**config.mk**
```make
export PLATFORM = sky130hd
export DESIGN_NAME = mul_div_unit_flat
export DESIGN_NICKNAME = d
export VERILOG_FILES = /design/src/rtl/mul_div_if.sv /design/src/rtl/mul_div_unit.sv /design/src/flat_wrapper.sv
export SDC_FILE = /design/constraint.sdc
export NUM_CORES = 1
export LEC_CHECK = 0
export BUFFER_PORTS_ARGS = -buffer_cell sky130_fd_sc_hd__buf_2
export CAP_MARGIN = 10
export CELL_PAD_IN_SITES_DETAIL_PLACEMENT = 1
export CELL_PAD_IN_SITES_GLOBAL_PLACEMENT = 1
export CORE_MARGIN = 8
export CORE_UTILIZATION = 41
export DETAILED_ROUTE_END_ITERATION = 16
export GPL_ROUTABILITY_DRIVEN = 0
export MAX_ROUTING_LAYER = met4
export PLACE_DENSITY_LB_ADDON = 0.1
export SLEW_MARGIN = 40
export SYNTH_ARGS = -nofsm -noshare
export SYNTH_HDL_FRONTEND = slang
export SYNTH_SLANG_ARGS = --single-unit
export TNS_END_PERCENT = 30
```
**constraint.sdc**
```tcl
create_clock -name clk -period 3.3 [get_ports clk]
set_input_delay 0.66 -clock clk [delete_from_list [all_inputs] [get_ports clk]]
set_output_delay 0.66 -clock clk [all_outputs]
set_load 0.05 [all_outputs]
```
**src/rtl/mul_div_if.sv**
```systemverilog
// Request / writeback bundle for the multi-cycle multiply/divide unit.
//
// Handshake: the requester raises start for one cycle with op/src_a/src_b/dest
// valid; the unit accepts it on that edge only if it is idle (busy==0) and
// flush is low. Starts seen while busy are dropped, not queued. Completion is
// a one-cycle done pulse with wb_dest/wb_data/div_by_zero valid in the same
// cycle; there is no backpressure on the writeback side. flush aborts any
// in-flight operation on the edge it is sampled.
interface mul_div_if #(
  parameter int WIDTH      = 16,
  parameter int REG_ADDR_W = 3
);
  logic                  start;
  logic                  flush;
  logic [1:0]            op;
  logic [WIDTH-1:0]      src_a;
  logic [WIDTH-1:0]      src_b;
  logic [REG_ADDR_W-1:0] dest;
  logic                  busy;
  logic                  done;
  logic                  div_by_zero;
  logic                  wb_en;
  logic [REG_ADDR_W-1:0] wb_dest;
  logic [WIDTH-1:0]      wb_data;
  logic                  dbg_state;

  modport master (
    output start, flush, op, src_a, src_b, dest,
    input  busy, done, div_by_zero, wb_en, wb_dest, wb_data, dbg_state
  );

  modport slave (
    input  start, flush, op, src_a, src_b, dest,
    output busy, done, div_by_zero, wb_en, wb_dest, wb_data, dbg_state
  );
endinterface

```
**src/rtl/mul_div_unit.sv**
```systemverilog
// Iterative unsigned multiply/divide unit, one result bit per clock.
// A shared {hi, lo} register pair serves both operations:
//   multiply: lo starts as the multiplier, hi accumulates; shift right each step.
//   divide:   lo starts as the dividend and collects quotient bits, hi is the
//             partial remainder; shift left each step (restoring division).
// op[0] selects the hi half of the final pair, which is MULH or REMU.
module mul_div_unit #(
  parameter int WIDTH      = 16,
  parameter int REG_ADDR_W = 3,
  parameter int ITER       = 16
) (
  input  logic     clk,
  input  logic     rst,
  mul_div_if.slave bus
);

  localparam int CNT_W = $clog2(ITER + 1);
  localparam logic [CNT_W-1:0] LAST_ITER = CNT_W'(ITER - 1);

  typedef enum logic {
    S_IDLE = 1'b0,
    S_RUN  = 1'b1
  } state_t;

  state_t                r_state;
  logic [CNT_W-1:0]      r_cnt;
  logic [1:0]            r_op;
  logic [WIDTH-1:0]      r_m;     // multiplicand for MUL*, divisor for DIV*
  logic [WIDTH-1:0]      r_hi;
  logic [WIDTH-1:0]      r_lo;
  logic [REG_ADDR_W-1:0] r_dest;

  logic                  r_busy;
  logic                  r_done;
  logic                  r_dbz;
  logic                  r_wb_en;
  logic [REG_ADDR_W-1:0] r_wb_dest;
  logic [WIDTH-1:0]      r_wb_data;

  logic [WIDTH:0]        w_mul_sum;
  logic [WIDTH:0]        w_div_shift;
  logic                  w_div_ge;
  logic [WIDTH-1:0]      w_div_diff;
  logic [WIDTH-1:0]      w_next_hi;
  logic [WIDTH-1:0]      w_next_lo;
  logic [WIDTH-1:0]      w_result;
  logic                  w_div_zero;

  // One iteration step for either operation, plus the result selection.
  // A zero divisor needs no special case: every trial subtract succeeds, so
  // the quotient fills with ones and the dividend shifts through into hi.
  always_comb begin
    w_mul_sum   = {1'b0, r_hi} + (r_lo[0] ? {1'b0, r_m} : '0);
    w_div_shift = {r_hi, r_lo[WIDTH-1]};
    w_div_ge    = (w_div_shift >= {1'b0, r_m});
    w_div_diff  = w_div_shift[WIDTH-1:0] - r_m;
    if (r_op[1]) begin
      w_next_hi = w_div_ge ? w_div_diff : w_div_shift[WIDTH-1:0];
      w_next_lo = {r_lo[WIDTH-2:0], w_div_ge};
    end else begin
      w_next_hi = w_mul_sum[WIDTH:1];
      w_next_lo = {w_mul_sum[0], r_lo[WIDTH-1:1]};
    end
    w_result   = r_op[0] ? w_next_hi : w_next_lo;
    w_div_zero = r_op[1] && (r_m == '0);
  end

  // Control FSM, datapath registers and registered writeback outputs.
  always_ff @(posedge clk or posedge rst) begin
    if (rst) begin
      r_state   <= S_IDLE;
      r_cnt     <= '0;
      r_op      <= '0;
      r_m       <= '0;
      r_hi      <= '0;
      r_lo      <= '0;
      r_dest    <= '0;
      r_busy    <= 1'b0;
      r_done    <= 1'b0;
      r_dbz     <= 1'b0;
      r_wb_en   <= 1'b0;
      r_wb_dest <= '0;
      r_wb_data <= '0;
    end else begin
      r_done  <= 1'b0;
      r_dbz   <= 1'b0;
      r_wb_en <= 1'b0;
      if (bus.flush) begin
        r_state <= S_IDLE;
        r_cnt   <= '0;
        r_busy  <= 1'b0;
      end else begin
        case (r_state)
          S_IDLE: begin
            if (bus.start) begin
              r_op    <= bus.op;
              r_m     <= bus.op[1] ? bus.src_b : bus.src_a;
              r_lo    <= bus.op[1] ? bus.src_a : bus.src_b;
              r_hi    <= '0;
              r_dest  <= bus.dest;
              r_cnt   <= '0;
              r_busy  <= 1'b1;
              r_state <= S_RUN;
            end
          end
          S_RUN: begin
            r_hi  <= w_next_hi;
            r_lo  <= w_next_lo;
            r_cnt <= r_cnt + CNT_W'(1);
            if (r_cnt == LAST_ITER) begin
              r_cnt     <= '0;
              r_state   <= S_IDLE;
              r_busy    <= 1'b0;
              r_done    <= 1'b1;
              r_dbz     <= w_div_zero;
              r_wb_en   <= (r_dest != '0);
              r_wb_dest <= r_dest;
              r_wb_data <= w_result;
            end
          end
          default: r_state <= S_IDLE;
        endcase
      end
    end
  end

  assign bus.busy        = r_busy;
  assign bus.done        = r_done;
  assign bus.div_by_zero = r_dbz;
  assign bus.wb_en       = r_wb_en;
  assign bus.wb_dest     = r_wb_dest;
  assign bus.wb_data     = r_wb_data;
  assign bus.dbg_state   = r_state;

endmodule

```
**src/flat_wrapper.sv**
```systemverilog
// flat-port wrapper written by rule: the top's interface ports become plain ports
module mul_div_unit_flat 
#(
  parameter int WIDTH      = 16,
  parameter int REG_ADDR_W = 3,
  parameter int ITER       = 16
)
  (clk, rst, bus_start, bus_flush, bus_op, bus_src_a, bus_src_b, bus_dest, bus_busy, bus_done, bus_div_by_zero, bus_wb_en, bus_wb_dest, bus_wb_data, bus_dbg_state);
  mul_div_if #(.WIDTH(WIDTH), .REG_ADDR_W(REG_ADDR_W)) bus_i ();
  input  logic clk;
  input  logic rst;
  input wire logic [$bits(bus_i.start)-1:0] bus_start;
  input wire logic [$bits(bus_i.flush)-1:0] bus_flush;
  input wire logic [$bits(bus_i.op)-1:0] bus_op;
  input wire logic [$bits(bus_i.src_a)-1:0] bus_src_a;
  input wire logic [$bits(bus_i.src_b)-1:0] bus_src_b;
  input wire logic [$bits(bus_i.dest)-1:0] bus_dest;
  output wire logic [$bits(bus_i.busy)-1:0] bus_busy;
  output wire logic [$bits(bus_i.done)-1:0] bus_done;
  output wire logic [$bits(bus_i.div_by_zero)-1:0] bus_div_by_zero;
  output wire logic [$bits(bus_i.wb_en)-1:0] bus_wb_en;
  output wire logic [$bits(bus_i.wb_dest)-1:0] bus_wb_dest;
  output wire logic [$bits(bus_i.wb_data)-1:0] bus_wb_data;
  output wire logic [$bits(bus_i.dbg_state)-1:0] bus_dbg_state;
  assign bus_i.start = bus_start;
  assign bus_i.flush = bus_flush;
  assign bus_i.op = bus_op;
  assign bus_i.src_a = bus_src_a;
  assign bus_i.src_b = bus_src_b;
  assign bus_i.dest = bus_dest;
  assign bus_busy = bus_i.busy;
  assign bus_done = bus_i.done;
  assign bus_div_by_zero = bus_i.div_by_zero;
  assign bus_wb_en = bus_i.wb_en;
  assign bus_wb_dest = bus_i.wb_dest;
  assign bus_wb_data = bus_i.wb_data;
  assign bus_dbg_state = bus_i.dbg_state;
  mul_div_unit #(.WIDTH(WIDTH), .REG_ADDR_W(REG_ADDR_W), .ITER(ITER)) u_core (.clk(clk), .rst(rst), .bus(bus_i));
endmodule
```
==> results.cfg <==
[final_layout]
drive_above_1_share = 0.228
syn2layout_area_growth_pct = 19.0
final_cells = 946
antenna_cells = 0
nets = 833

[hold_path]
hp-class = input pin to async pin

[drt]
dr_wl_met2_mm = 10.4
drtIter0Drc = 381
wl_met3_um = 987
drc = 0
wirelength_mm = 21.7
wl_per_cell_um = 23.0
viasPerCell = 5.95
vias = 5630
wl_met1_mm = 9.59
ant_nets = 0
firstDrtPassIters = 5
highest_layer = met4

[global_route]
grt_util_all_layers = 0.245
grt_pass1_vias = 5865
grt_overflow = 0
grt_max_degree = 58
grt_pass1_wl_mm = 33.8
antenna_found_initial = 0

[synth]
synth_top_area_cell = dfrtp_1
syn_nets = 747
synth-compound-area-share = 0.218
netlist_top_cells_area = dfrtp_1 34%, ha_1 6.9%, mux2i_1 5.5%
ys_seq_elements = 82
synth_most_common_cell = dfrtp_1
ys_types = 65
yosysTopAreaCellShare = 0.344
synthArstFlopShare = 1.00
synth_edf_count = 0
syn_area_per_cell_um2 = 8.89
synth-simple-area-share = 0.152
netlist_area_mm2 = 0.00597
synth_top_family_by_area = compound AO/OA/AOI/OAI gates
ys.flop_type = dfrtp_1
synth_warnings = 0
synth_common_cells = 82 x dfrtp_1, 68 x nand2_1, 54 x nor2_1, 50 x a21oi_1, 35 x inv_1
synth_cells = 671
synth_xor_area_frac = 0.0279
synthMuxAreaShare = 0.135
synth_adder_area_share = 0.0759
synth-seq-area-share = 0.344

[die]
ios = 65
die_width_um = 137
die-area_mm2 = 0.0187
core_area_mm2 = 0.0144
initial_core_util = 0.415
die_height_um = 137
core.rowCount = 44

[sta]
fmax_ghz = 0.314
period_share = 0.964
finalHoldViolCount = 0
maxSlewViolCount = 0
fin_setup_tns_ps = 0
finalSetupViolations = 0
slew-limit-headroom = 0.452
fin_worst_skew_ps = 7.66
worst_pin_slew_ps = 821
min_period_ps = 3180

[status]
status = finished clean

[placed_design]
post-dp-hpwl_mm = 16.5
dp.cells = 930
port_buffers = 64

[clock_tree]
cts_max_path_buffers = 2
cts_sinks = 82
cts_root_buf = clkbuf_16
cts_buffers = 9
clk_pin_slew_ps = 70
htreeDepth = 3
tritoncts = done
clock_latency_ps = 350

[worst_setup_path]
start_kind = flip-flop
r2r_cells = 10
end_kind = flip-flop
crit_arrival_ps = 3420
r2r-start = u_core.r_m[10]
rrSetupSlack_ps = 120
cp.required_ps = 3540
cp_max_fo = 6
r2r-end = u_core.bus.wb_data[7]
path_class = flip-flop to flip-flop

[job]
max-cap-violations = 0

[power]
fin_total_pwr_mw = 4.41
leakagePower_nw = 3.43
max-vdd-ir-drop_mv = 0.274
pwr_density_cell_mw_per_mm2 = 621
==> placed cells by master, fill, tap and decap left out, drive strengths merged, types with 4 or more instances in the layout <==
cell type	count
buf	112
ha	33
a31oi	8
o21ai	53
nand3	10
mux2	31
a21o	11
nor3	12
o31ai	5
nor2b	7
mux4	5
a22oi	13
a21oi	50
o21a	7
nand4	6
nand2	68
a211oi	10
inv	35
nor4	6
dfrtp	82
and2	17
o31a	4
o211ai	5
nor2	54
xor2	4
mux2i	33
clkbuf	13
xnor2	15
a22o	9
==> per-stage QoR <==
stage               hold WS, ps  setup WS, ps   util  cell area, um2
floorplan                   458          68.7      -            5970
global placement            455          56.5  0.469            6740
detailed placement          465          41.2  0.469            6740
CTS                         320          24.1  0.493            7080
global route                345         -26.2  0.494            7100
finish                      305           120  0.494            7100
==> worst max-delay path: stages, from the launching register on <==
cell and delay (ps):
dfrtp_1 360, inv_1 60, ha_1 300, and3_1 220
nand4_2 120, or4_4 570, o2111ai_4 90, and2_2 270
mux2_4 320, mux4_2 460, mux2_2 270
==> cell type report <==
| cell class | count | area [um2] |
|---|---|---|
| clock buffer | 13 | 270 |
| clock inverter | 3 | 68.8 |
| fill | 1729 | 7270 |
| inverter | 35 | 133 |
| multi-input combinational | 517 | 3650 |
| sequential | 82 | 2050 |
| tap | 184 | 230 |
| timing repair buffer | 112 | 693 |
==> sequential cells by signal (all words and copies together) (netlist names) <==
name,count
u_core.r_dest,3
u_core.bus.div_by_zero,1
u_core.bus.wb_data,16
u_core.bus.dbg_state,1
u_core.bus.busy,1
u_core.bus.wb_dest,3
u_core.r_m,16
u_core.r_op,2
u_core.r_lo,16
u_core.bus.done,1
u_core.r_cnt,5
u_core.bus.wb_en,1
u_core.r_hi,16
==> report_power, final <==
part	switching [mW]	total [mW]	internal, mW	leakage, nW
Sequential	0.181	1.32	1.14	1.05
Clock	0.445	1.17	0.729	0.166
Combinational	1.09	1.92	0.826	2.21
Total	1.72	4.41	2.70	3.43
==> how the worst max path moves through the flow <==
stage / start / to / depth (start not counted)
2_1_floorplan: u_core.r_hi[8] / u_core.bus.wb_data[3] / 10
3_3_place_gp: u_core.r_lo[15] / u_core.bus.wb_data[14] / 13
3_5_place_dp: u_core.r_m[10] / u_core.bus.wb_data[9] / 10
4_1_cts: u_core.r_m[10] / u_core.bus.wb_data[9] / 10
5_1_grt: u_core.r_lo[0] / u_core.r_hi[15] / 13
6_report: u_core.r_m[10] / u_core.bus.wb_data[7] / 10
==> metal layers <==
metal  vias to the layer above  track usage
met5                         -            -
met4                         0        0.104
met3                        35       0.0385
met2                       161        0.385
met1                      2823        0.306
li1                       2611            -
==> cell families after synthesis <==
logic type | Yosys count
adders and majority gates | 35
AOI/OAI and AO/OA | 200
muxes | 69
xor gates and xnor gates | 19
buffers and inverters | 72
and+or+nand+nor | 194
DFF | 82
==> what timing repair did <==
item | 4_1_cts | 5_1_grt
gates resized for setup | 0 | 5
buffers inserted | 0 | 0
hold buffers | 0 | 0
setup endpoints to repair | 0 | 9
No activity file was read; power rests on OpenSTA's default activity.
